--- src/rtl/ppacc_seq.sv ---
// Sequential radix-4 Booth partial-product accumulator: captures one PP set,
// adds one 4^k-weighted term per cycle, then holds the signed product until accepted.
module ppacc_seq #(
  parameter int unsigned PP_W = 9,
  parameter int unsigned N_PP = 4,
  parameter int unsigned P_W  = 17
) (
  input  logic                 clk,
  input  logic                 reset,
  input  logic                 in_valid,
  output logic                 in_ready,
  input  logic [N_PP*PP_W-1:0] pp,
  input  logic [N_PP-1:0]      sign,
  output logic                 out_valid,
  input  logic                 out_ready,
  output logic [P_W-1:0]       product
);

  localparam int unsigned KW = (N_PP > 1) ? $clog2(N_PP) : 1;
  localparam logic [KW-1:0] K_LAST = KW'(N_PP - 1);

  typedef enum logic [1:0] {
    S_IDLE,
    S_ACC,
    S_DONE
  } state_t;

  state_t                state_q, state_d;
  logic [N_PP*PP_W-1:0]  pp_q, pp_d;
  logic [N_PP-1:0]       sign_q, sign_d;
  logic [P_W-1:0]        acc_q, acc_d;
  logic [KW-1:0]         k_q, k_d;
  logic [P_W-1:0]        prod_q, prod_d;
  logic                  ovalid_q, ovalid_d;

  // Current term selection and weighting
  logic [PP_W-1:0]       pp_sel;
  logic                  sign_sel;
  logic signed [PP_W:0]  term_raw;
  logic signed [P_W-1:0] term_ext;
  logic [P_W-1:0]        term_val;
  logic [P_W-1:0]        term_sh;

  always_comb begin
    pp_sel   = '0;
    sign_sel = 1'b0;
    for (int unsigned i = 0; i < N_PP; i++) begin
      if (k_q == KW'(i)) begin
        pp_sel   = pp_q[i*PP_W +: PP_W];
        sign_sel = sign_q[i];
      end
    end
    // {sign,pp} is the ones'-complement term; adding sign completes the negation
    term_raw = {sign_sel, pp_sel};
    term_ext = P_W'(term_raw);
    term_val = term_ext + P_W'(sign_sel);
    term_sh  = term_val << {k_q, 1'b0};
  end

  always_ff @(posedge clk) begin
    if (reset) begin
      state_q  <= S_IDLE;
      pp_q     <= '0;
      sign_q   <= '0;
      acc_q    <= '0;
      k_q      <= '0;
      prod_q   <= '0;
      ovalid_q <= 1'b0;
    end else begin
      state_q  <= state_d;
      pp_q     <= pp_d;
      sign_q   <= sign_d;
      acc_q    <= acc_d;
      k_q      <= k_d;
      prod_q   <= prod_d;
      ovalid_q <= ovalid_d;
    end
  end

  always_comb begin
    state_d  = state_q;
    pp_d     = pp_q;
    sign_d   = sign_q;
    acc_d    = acc_q;
    k_d      = k_q;
    prod_d   = prod_q;
    ovalid_d = ovalid_q;
    unique case (state_q)
      S_IDLE: begin
        if (in_valid) begin
          pp_d    = pp;
          sign_d  = sign;
          acc_d   = '0;
          k_d     = '0;
          state_d = S_ACC;
        end
      end
      S_ACC: begin
        acc_d = acc_q + term_sh;
        k_d   = k_q + KW'(1);
        if (k_q == K_LAST) begin
          state_d = S_DONE;
        end
      end
      S_DONE: begin
        // First DONE cycle loads the registered output, so out_valid rises
        // N_PP+1 edges after the accept edge and product is glitch-free.
        if (!ovalid_q) begin
          ovalid_d = 1'b1;
          prod_d   = acc_q;
        end else if (out_ready) begin
          ovalid_d = 1'b0;
          state_d  = S_IDLE;
        end
      end
      default: begin
        state_d = S_IDLE;
      end
    endcase
  end

  assign in_ready  = (state_q == S_IDLE);
  assign out_valid = ovalid_q;
  assign product   = prod_q;

  a_out_hold: assert property (@(posedge clk) disable iff (reset)
    (out_valid && !out_ready) |=> (out_valid && $stable(product)));

endmodule

--- config.mk ---
export PLATFORM = sky130hd
export DESIGN_NAME = ppacc_seq
export DESIGN_NICKNAME = d
export VERILOG_FILES = /design/src/rtl/ppacc_seq.sv
export SDC_FILE = /design/constraint.sdc
export NUM_CORES = 1
export LEC_CHECK = 0
export CORE_MARGIN = 2
export CORE_UTILIZATION = 59
export DETAILED_ROUTE_END_ITERATION = 8
export PLACE_DENSITY = 0.86
export SLEW_MARGIN = 20
export SYNTH_ARGS = -nofsm -noshare
export SYNTH_HDL_FRONTEND = slang
export SYNTH_SLANG_ARGS = --single-unit
--- constraint.sdc ---
create_clock -name clk -period 14.98 [get_ports clk]
set_input_delay 2.996 -clock clk [delete_from_list [all_inputs] [get_ports clk]]
set_output_delay 2.996 -clock clk [all_outputs]
set_load 0.01 [all_outputs]
==> metrics.cfg <==
[outcome]
status=finished, final reports clean

[logic_synthesis]
synthAdderAreaFrac=0.0677
synthMuxAreaShare=0.0115
synth_xor_area_frac=0.0401
synth_flop_cell=dfxtp_1
synth_top_family_by_area=simple AND/OR/NAND/NOR gates
ys_top_cells_by_area=dfxtp_1, nand2_1, a21oi_1, ha_1, nor2_1
synth-compound-area-share=0.231
yosysTopAreaCell=dfxtp_1
synth_area_um2=4360
avgSynthCellArea_um2=7.62
synth_most_common_cell=nand2_1
syn-num-nets=640
ys_async_sr_fraction=0
yosysTopAreaCellShare=0.362
netlist-cell-type-count=57
syn_inst=573
synth_warnings=0
ys_seq_area_frac=0.362
ys_top_cells_by_count=nand2_1, a21oi_1, dfxtp_1
synthSimpleGateAreaFrac=0.246
ys_ff_latch=79
synth_edf_count=0

[timing]
rsz0062_at_grt=false
tightest_slew_ns=0.965
relSlewSlack=0.352
period_share=0.382
fin_crit_ns=5.72
slew_viol_final=0
fin_skew_ns=0.0103
finalSetupViolCount=0
fin_tns_setup_ns=0
hold_ws_ns=0.454
hold_viol=0
max_freq_mhz=175

[pwr]
irDropWorstVdd_mv=0.0638
p_int_mw=0.374
pwr-share-clk=0.370
power.switching_mw=0.145
power_frac_comb=0.191
power_density_nw_per_um2=99.3
pwr-share-seq=0.439
switching_share=0.280
power.leakage_nw=2.08

[place]
placed_area_um2=4990
dpl.cell_count=705
gp_congestion=0.862
hpwl_um=7520
port_buffers=62

[floorplanning]
initial_core_util=0.605
rows=31
fp.dieArea_um2=8100
chipHeight_um=90.0
pin_count=63
dieWidth_um=90.0
core_area_um2=7210

[final_layout]
syn_to_final_growth_pct=20.0
final_area_um2=5240
utilization=0.726
final_layout_size_suffix_gt1_frac=0.0595
final_net_count=684
fillers=613
n_antenna_cell=0
fin_cells=721

[global_routing]
gr-total-overflow=0
antenna_found_initial=0
grt_pass1_wl_um=17100
track_usage=0.255
grt_pass1_vias=3710
grt_start_max_net_pins=75

[worst_setup_path]
cpPeakStageDelay_ns=0.66
worstPathCellList=inv_1 -> ha_1 -> a21oi_1 -> o21ai_0 -> a22oi_1 -> inv_1 -> ha_1 -> ha_1 -> nand2_1 -> nor3_2 -> a31o_2 -> nor2_1 -> a21oi_1 -> a2bb2o_1 -> ha_1 -> a21oi_1 -> nor2_1 -> a211oi_1 -> a21boi_0 -> o21ai_0 -> xnor2_1 -> a21o_1 -> a21o_1
cp-end-kind=register
worstPathMaxFanout=15
cp.required_ns=15.24
r2r_slack_ns=9.26
path_class=reg -> reg
slowest_stage=dfxtp_1
crit_family=compound AO/OA/AOI/OAI gates
start_kind=register
crit_buf_inv=2
crit_top_cell=ha_1
worstPathArrival_ns=5.98

[job]
timing.max_cap.violations=0

[route]
route.met2.wl_um=5220
routedLengthMet1_um=4420
route.detailed.drc=0
ant_nets=0
wl_met3_um=418
vias=4005
wl_um=10200
vias_per_cell=5.55
dr.pass1.iters=7
first_iter_violations=222
avgRoutedWirePerCell_um=14.2
topRoutingLayerUsed=met4

[clocking]
postCtsResizedCells=0
cts_made_buffers=9
clk_latency_ns=0.35
root_buffer=clkbuf_8
clockBufferDepth=2
cts_setup_buffers=0
cts.sinks=79
clk_pin_slew_ns=0.08
htreeDepth=3
hold_buffers=0
tritoncts=built

[min_path]
hp-class=reg -> reg

==> tightest hold or removal path, stage by stage, from the launching register on <==
cell,delay (ns)
dfxtp_1,0.31
nand2_1,0.05
a21oi_1,0.05
==> logic make-up after synthesis <==
| family | Yosys count |
|---|---|
| adder cells (fa/ha/maj) | 23 |
| AND/OR/NAND/NOR | 243 |
| AO/OA/AOI/OAI | 160 |
| flip-flops | 79 |
| buffers and inverters | 43 |
| XOR/XNOR | 20 |
| multiplexers | 5 |
==> path summary, 6_finish.rpt <==
check / from / end / cells past startpoint
worst max register to register: k_q[0]$_SDFFE_PP0P_ / acc_q[16]$_SDFFE_PP0P_ / 23
worst min-delay path: product[5]$_SDFFE_PP0P_ / product[5]$_SDFFE_PP0P_ / 2
worst max-delay path: k_q[0]$_SDFFE_PP0P_ / acc_q[16]$_SDFFE_PP0P_ / 23
worst min register to register: product[5]$_SDFFE_PP0P_ / product[5]$_SDFFE_PP0P_ / 2
==> layout make-up <==
| class | instances | area [um2] | area share |
|---|---|---|---|
| Multi-Input combinational cell | 451 | 2600 | 0.497 |
| Sequential cell | 79 | 1580 | 0.302 |
| Timing Repair Buffer | 66 | 646 | 0.123 |
| Clock buffer | 9 | 124 | 0.0237 |
| Tap cell | 99 | 124 | 0.0237 |
| Clock inverter | 7 | 121 | 0.0232 |
| Inverter | 10 | 37.5 | 0.00717 |
==> power groups by stage <==
stage | registers (mW) | logic [mW] | clock network [mW]
final | 0.228 | 0.0993 | 0.193
after global routing | 0.229 | 0.110 | 0.202
after CTS | 0.228 | 0.0992 | 0.194
after detailed placement | 0.233 | 0.0984 | 0
after global placement | 0.232 | 0.0956 | 0
after floorplan | 0.229 | 0.0717 | 0
==> layout by cell type, fill, tap and decap left out, types with 4 or more instances in the layout <==
cell type        netlist  final
xor2_1                 8      8
nand2b_1               7      7
clkdlybuf4s50_1        0     61
o21a_1                 4      4
xnor2_1               12     12
inv_1                  9      9
and2_1                 4      4
o21ai_0               21     21
o211ai_1               6      6
a31oi_1                4      4
a21oi_1               83     83
nor2_1                31     30
nor3_1                 5      5
a21o_1                10     10
mux2i_1                5      5
ha_1                  22     22
a211oi_1               5      5
clkbuf_8               0      9
nand3_1               12     12
a22o_1                 7      7
buf_4                  1      4
nor2b_1                6      6
dfxtp_1               79     79
nand2_1              158    158
==> sequential cells by signal, indices dropped and copies added, names as in the netlist <==
signal / cells
pp_q: 36
acc_q: 17
product: 17
sign_q: 4
k_q: 2
state_q: 2
out_valid: 1
==> stage by stage <==
stage / setup slack (ns) / total power [mW]
after floorplan: 10.26 / 0.301
after global placement: 9.53 / 0.328
after detailed placement: 9.34 / 0.331
after CTS: 9.31 / 0.521
after global routing: 8.73 / 0.542
final: 9.26 / 0.520
==> per-layer routing <==
metal	global-route usage	up-vias
met1	0.303	1834
met4	0.0859	0
met3	0.0469	16
met5	0	-
met2	0.462	109
li1	-	2046
Power figures use the tool's default switching activity.
